File: src/rtl/tmds_rx_decoder.sv
// tmds_rx_decoder: one TMDS channel receiver that decodes 10-bit words to pixel data and control bits, and recovers word alignment.
//   hdmi_clk  pixel clock
//   rst       synchronous active-high reset
//   din       raw 10-bit word from the deserializer, bit 0 first on the wire
//   bitslip   one-cycle request to rotate the deserializer word boundary by one bit
//   locked    word alignment valid
//   de        data enable (data period)
//   c         control bits during blanking
//   dout      decoded pixel byte
//   slip_cnt  saturating bitslip count, kept only when TMDS_RX_SLIP_STATS_EN is defined (constant 0 otherwise)
module tmds_rx_decoder #(
  parameter int CTRL_RUN       = 8,
  parameter int SEARCH_TIMEOUT = 2048,
  parameter int SLIP_WAIT      = 16
) (
  input  logic       hdmi_clk,
  input  logic       rst,
  input  logic [9:0] din,
  output logic       bitslip,
  output logic       locked,
  output logic       de,
  output logic [1:0] c,
  output logic [7:0] dout,
  output logic [7:0] slip_cnt
);
  localparam int RW = $clog2(CTRL_RUN + 1);
  localparam int TW = $clog2(SEARCH_TIMEOUT + 1);
  localparam int WW = $clog2(SLIP_WAIT + 1);
  typedef enum logic [1:0] {ST_SEARCH, ST_WAIT, ST_LOCKED} state_t;
  state_t state, state_n;
  logic is_tok, qual, tmo, slip_n, lk_n;
  logic [1:0] tok, prev_tok;
  logic [7:0] q, d;
  logic [RW-1:0] run_cnt, run_n;
  logic [TW-1:0] to_cnt, to_n;
  logic [WW-1:0] wait_cnt, wait_n;
  always_comb begin
    is_tok = 1'b1;
    tok = 2'd0;
    case (din)
      10'h354: tok = 2'd0;
      10'h0ab: tok = 2'd1;
      10'h154: tok = 2'd2;
      10'h2ab: tok = 2'd3;
      default: is_tok = 1'b0;
    endcase
  end
  assign q = din[9] ? ~din[7:0] : din[7:0];
  assign d = {din[8] ? q[7:1] ^ q[6:0] : ~(q[7:1] ^ q[6:0]), q[0]};
  // a zero run count doubles as "previous word was not a token", so prev_tok is only trusted when it is nonzero
  assign run_n = (state == ST_WAIT || !is_tok) ? '0
               : (run_cnt == '0 || tok != prev_tok) ? RW'(1)
               : (run_cnt == RW'(CTRL_RUN)) ? run_cnt : run_cnt + 1'b1;
  assign qual = run_n == RW'(CTRL_RUN);
  assign tmo = to_cnt == TW'(SEARCH_TIMEOUT - 1);
  always_comb begin
    state_n = state;
    slip_n = 1'b0;
    case (state)
      ST_SEARCH: begin
        if (qual) state_n = ST_LOCKED;
        else if (tmo) begin
          state_n = ST_WAIT;
          slip_n = 1'b1;
        end
      end
      ST_WAIT: if (wait_cnt == WW'(SLIP_WAIT - 1)) state_n = ST_SEARCH;
      ST_LOCKED: if (!qual && tmo) state_n = ST_SEARCH;
      default: state_n = ST_SEARCH;
    endcase
  end
  // outputs are gated by the next state so de/c/dout are zero exactly when locked is
  assign lk_n = state_n == ST_LOCKED;
  assign to_n = (state_n != state || qual) ? '0 : to_cnt + 1'b1;
  assign wait_n = (state == ST_WAIT && state_n == state) ? wait_cnt + 1'b1 : '0;
  always_ff @(posedge hdmi_clk) begin
    if (rst) begin
      state <= ST_SEARCH;
      run_cnt <= '0;
      prev_tok <= 2'd0;
      to_cnt <= '0;
      wait_cnt <= '0;
      bitslip <= 1'b0;
      locked <= 1'b0;
      de <= 1'b0;
      c <= 2'd0;
      dout <= 8'd0;
    end else begin
      state <= state_n;
      run_cnt <= run_n;
      prev_tok <= tok;
      to_cnt <= to_n;
      wait_cnt <= wait_n;
      bitslip <= slip_n;
      locked <= lk_n;
      de <= lk_n && !is_tok;
      c <= !lk_n ? 2'd0 : is_tok ? tok : c;
      dout <= !lk_n ? 8'd0 : is_tok ? dout : d;
    end
  end
`ifdef TMDS_RX_SLIP_STATS_EN
  always_ff @(posedge hdmi_clk) begin
    if (rst) slip_cnt <= 8'd0;
    else if (slip_n && slip_cnt != 8'hff) slip_cnt <= slip_cnt + 8'd1;
  end
`else
  assign slip_cnt = 8'd0;
`endif
endmodule

File: config.mk
export PLATFORM = sky130hd
export DESIGN_NAME = tmds_rx_decoder
export DESIGN_NICKNAME = d
export VERILOG_FILES = /design/src/rtl/tmds_rx_decoder.sv
export SDC_FILE = /design/constraint.sdc
export NUM_CORES = 1
export LEC_CHECK = 0
export ABC_AREA = 1
export CAP_MARGIN = 5
export CORE_UTILIZATION = 44
export DETAILED_ROUTE_END_ITERATION = 8
export GPL_TIMING_DRIVEN = 0
export PLACE_DENSITY_LB_ADDON = 0.1
export REMOVE_ABC_BUFFERS = 1
export SYNTH_ARGS = -nofsm -noshare
export SYNTH_HDL_FRONTEND = slang
export SYNTH_SLANG_ARGS = --single-unit
File: constraint.sdc
create_clock -name hdmi_clk -period 2.95 [get_ports hdmi_clk]
set_clock_uncertainty 0.2 [all_clocks]
set_input_delay 0.59 -clock hdmi_clk [delete_from_list [all_inputs] [get_ports hdmi_clk]]
set_output_delay 0.59 -clock hdmi_clk [all_outputs]
set_load 0.05 [all_outputs]
**Word level (Yosys, flattened, before mapping)**

Index checks and enable logic that the tools add are counted.

- Reduce and logical (&&, ||, !) cells: 15
- Equal/unequal tests: 14
- Multiplexer cells: 13
- Bitwise logic cells: 6
- $add $sub $neg: 3

Operator list:

| operator | number |
|---|---|
| 10-bit == test (second input constant) | 2 |
| 12-bit by 1-bit adder with 12-bit output (second input constant) | 1 |
| 12-bit by 11-bit == test with 1-bit output (second input constant) | 1 |
| 4-bit 2-to-1 mux | 3 |
| 2-bit case mux with 3 select lines | 2 |
| 10-bit by 8-bit == test with 1-bit output (second input constant) | 1 |
| 10-bit by 9-bit == test with 1-bit output (second input constant) | 1 |
| 4-bit == test (second input constant) | 2 |
| 2-bit 2-to-1 mux | 4 |
| 8-bit 2-to-1 mux | 1 |
| 8-bit NOT | 1 |
| 7-bit 2-to-1 mux | 1 |
| 7-bit NOT | 1 |
| 7-bit XOR | 1 |
| 2-bit OR reduction | 3 |
| 5-bit by 1-bit adder with 5-bit output (second input constant) | 1 |
| 5-bit by 4-bit == test with 1-bit output (second input constant) | 1 |
| 4-bit by 1-bit adder with 4-bit output (second input constant) | 1 |
| 2-bit == test (second input constant) | 2 |
| 4-bit logical NOT | 1 |
| 2-bit != test | 2 |
| 4-bit OR reduction | 1 |
| 1-bit logical AND | 3 |
| 1-bit logical OR | 3 |
| other kinds (7) | 11 |

- Input bits: 12
- Word-level logic and storage cells: 61
- Register bits: 38
- Output and inout port bits: 21

**Longest topological paths before layout**

- Depth in word-level cells: 15
- Mapped depth: 17

**Least setup slack after synthesis**

No wires, ideal clock.

- Path type: input port to flip-flop
- Start: in din[0]
- End: reg to_cnt[11]
- Stages on the path: 17
- Library setup time: 62 ps
- Required time: 2688 ps
- Buffers on the path: 1
- Arrival time: 2054 ps
- Path slack: 634 ps
- Cell sequence: inv_1 -> ha_1 -> inv_1 -> nor2_2 -> nand3_1 -> nand2_2 -> nand2_2 -> nor2_2 -> nand3_1 -> nor2_2 -> nand3_2 -> nand2_2 -> nand2_1 -> nand2_1 -> nand3_2 -> buf_6 -> nor2_2

- Word-level cells in the longest chain between the ends: 14

Ends and longest elaborated chain:

| item | line | text |
|---|---|---|
| start, declared | 18 | `input logic [9:0] din,` |
| 10-bit == test, or another cell as far along | 40 | `case (din)` |
| 2-bit case mux with 3 select lines / 4-bit OR reduction (equally long branches) | n/a |  |
| 2-bit != test / 1-bit 2-to-1 mux (equally long branches) | 52, 40 |  |
| 1-bit logical OR / 1-bit logical NOT (equally long branches) | 52, 51 |  |
| 4-bit 2-to-1 mux / 1-bit logical OR (equally long branches) | 52, 51 |  |
| 4-bit 2-to-1 mux * | 51 | `assign run_n = (state == ST_WAIT \|\| !is_tok) ? '0` |
| 4-bit == test * | 54 | `assign qual = run_n == RW'(CTRL_RUN);` |
| 1-bit logical NOT | 68 | `ST_LOCKED: if (!qual && tmo) state_n = ST_SEARCH;` |
| 1-bit logical AND | 68 |  |
| 2-bit 2-to-1 mux | 68 |  |
| 2-bit case mux with 3 select lines | 59 | `case (state)` |
| 2-bit != test | 74 | `assign to_n = (state_n != state \|\| qual) ? '0 : to_cnt + 1'b1;` |
| 1-bit logical OR * | 74 |  |
| 2-bit OR reduction (no source line) * | n/a |  |
| end signal, assigned | 92 | `to_cnt <= to_n;` |
| end, declared | 35 | `logic [TW-1:0] to_cnt, to_n;` |

Every way passes the cells marked *; elsewhere a longest branch is shown, timed or not.
A chain may end at the register's enable or synchronous reset.

**Final worst setup path**

- Start: in din[8]
- End: reg to_cnt[11]

Same word-level chain as after synthesis.

==> flow_summary.toml <==
[clocking]
clock_sinks = 38
worstSkewPairLatency_ns = 0.29
clockBufferDepth = 2
cts_buffers = 5
clkTransAtPathRegs_ns = 0.08
cts_root_buf = "clkbuf_8"
htree_levels = 2
tritoncts = "yes"

[power_and_ir_drop]
ir_worst_vdd_v = 0.0002415
p_leak_nw = 0.9728
power_density_nw_per_um2 = 425.0
power_mw = 0.9986

[job]
max_cap_violations = 0

[hold_path]
min_from = "wait_cnt[0]"
hold_path.class = "reg2reg"

[timing]
finalHoldViolCount = 0
layout_setup_ws_ns = 0.1807
post-route-period-util_pct = 93.87
holdWs_ns = 0.2570
max_clock_freq_mhz = 361.1
relSlewSlack_pct = 64.82
worst_pin_slew_ns = 0.5260
drv_slew = 0
period_needed_ns = 2.769
setup_viol = 0

[critical_path]
required_ns = 2.98
crit_path_start = "din[8]"
cpMaxStageDelayCell = "clkdlybuf4s50_1"
crit_type = "in2reg"
crit_top_cell = "nand2_1"
cp_cell_sequence = "clkdlybuf4s50_1, inv_1, nor2_1, nand3_1, nand2_1, nand2_1, nand2_2, nand3_1, nor2_2, nand3_2, nand2_1, nand2_1, nand2_1, nand3_4, nor2_2"
startpoint_type = "input pin"
critPathMaxFanout = 7
crit_buf_inv = 2
cp-end-kind = "flip-flop"
r2r_setup_slack_ns = 0.60
cpPeakStageDelay_ns = 0.67
cp_top_family = "simple AND/OR/NAND/NOR gates"
critPathArrivalTime_ns = 2.80
reg2reg_from = "to_cnt[0]"

[drt]
wl_met3_um = 174
dr.pass1.iters = 4
drt-met1-wl_mm = 1.792
top_layer_used = "met4"
num_vias = 1523
vias_per_cell = 4.560
wirelength_mm = 3.494
drc = 0
antenna_left = 0
wl_met2_mm = 1.489
wl_per_cell_um = 10.46
first_iter_violations = 72

[run_status]
status = "complete, no violations"

[die]
num_rows = 23
start_util_pct = 47.55
io_pins = 33
die_h_um = 68.93
die_x_um = 68.93
core_um2 = 4144
die-area_um2 = 4751

[synthesis]
synthFlopType = "dfxtp_1"
syn_avg_cell_area_um2 = 7.728
ys_seq_area_share_pct = 38.60
netlist_area_um2 = 1971
async_flop_share_pct = 0
ys_warn_count = 0
ys_types = 27
syn_inst = 255
ys_seq_elements = 38
synth_edf_count = 0

[global_route]
grt_pass1_vias = 1274
grt.overflow.total = 0
grt_first_pass_wirelength_mm = 5.430
grt_util_all_layers_pct = 15.64
antenna_found_initial = 0
grt_max_degree = 14

[placement]
hpwl_mm = 2.513
dp_slack_ns = -0.2497
placedInstanceArea_um2 = 2208
gp_congestion = 0.7365
io_buffers = 24

[cells_and_area]
nets = 302
diodes = 0
syn2layout_area_growth_pct = 19.24
fin_area_um2 = 2350
drive_gt1_share_pct = 16.55
fill_cells = 423
cells in the final DEF, fill, tap and decap left out, types with 3 or more instances in the layout:
cell type / n
a21oi_1: 10
clkbuf_8: 6
clkdlybuf4s50_1: 24
conb_1: 8
dfxtp_1: 38
ha_1: 7
inv_1: 29
nand2_1: 36
nand2_2: 9
nand3_1: 13
nand3_2: 3
nand3b_1: 3
nor2_1: 34
nor2_2: 14
nor2_4: 3
nor3_1: 5
o21ai_0: 3
or2_2: 3
xnor2_1: 6
xor2_1: 17
per-stage QoR:
step                      instances  utilization (%)  setup TNS [ns]
final                           334            56.70               0
after global routing            334            56.70        -0.05266
after global placement          323            53.29          -3.998
after floorplan                 249                -               0
after CTS                       331            55.59               0
after detailed placement        323            53.29          -3.162
registers in the layout, summed over array words and instances, names as in the netlist, 2 cells and up:
signal	count
wait_cnt	5
state	2
dout	8
to_cnt	12
c	2
run_cnt	4
prev_tok	2
cell type report:
type | count | area [µm²] | share of cell area, %
Clock inverter | 2 | 12.51 | 0.5325
Clock buffer | 6 | 82.58 | 3.514
Timing Repair Buffer | 26 | 255.2 | 10.86
Multi-Input combinational cell | 181 | 1060 | 45.10
Tap cell | 50 | 62.56 | 2.662
Inverter | 31 | 116.4 | 4.952
Sequential cell | 38 | 760.7 | 32.37
where the power goes:
part | leakage [nW] | total, mW | switching (mW) | internal (mW)
Sequential | 0.307 | 0.519 | 0.00323 | 0.516
Combinational | 0.619 | 0.103 | 0.0644 | 0.0390
Clock | 0.0472 | 0.376 | 0.188 | 0.188
Total | 0.973 | 0.999 | 0.256 | 0.743
cell usage after synthesis, types with 2 or more instances:
cell	n	area share (%)
o21ai_0	3	0.76
dfxtp_1	38	39
nor2_1	34	6.5
nor2_2	14	4.4
nand4_1	2	0.63
nand3b_1	3	1.1
inv_2	2	0.38
xor2_1	17	7.6
nand3_1	13	3.3
nor2_4	3	1.7
ha_1	7	4.4
xnor2_1	6	2.7
buf_4	9	3.4
nand2_2	9	2.9
nand3_2	4	2.0
a21oi_1	10	2.5
nor3_1	5	1.3
clkbuf_1	2	0.38
inv_1	29	5.5
or2_2	3	0.95
nand2_1	36	6.9
kinds of logic (layout without fill, tap and decap cells):
group,count (synthesis),in the layout,share of synthesized area (%)
fa+ha+maj,7,7,4.444
simple gates,128,129,32.38
flops,38,38,38.60
xor+xnor,23,23,10.22
other cells,1,8,0.1903
compound gates,14,14,3.619
buf+inv,44,65,10.54
per-layer routing:
metal,GRT usage (%),vias to the layer above
met1,20.70,662
met4,5.357,0
met5,0,-
met2,22.94,29
li1,-,828
met3,6.086,4
worst paths after layout:
check,end,cells past startpoint
worst min-delay path,wait_cnt[0],1
worst max-delay path,to_cnt[11],15
worst min register to register,wait_cnt[0],1
worst max register to register,to_cnt[0],12
repair_timing:
item,4_1_cts,5_1_grt
buffers inserted,0,2
resized for setup,0,3
hold buffers,0,0
endpoints found under the setup margin,0,12
No activity file was read; power rests on OpenSTA's default activity.
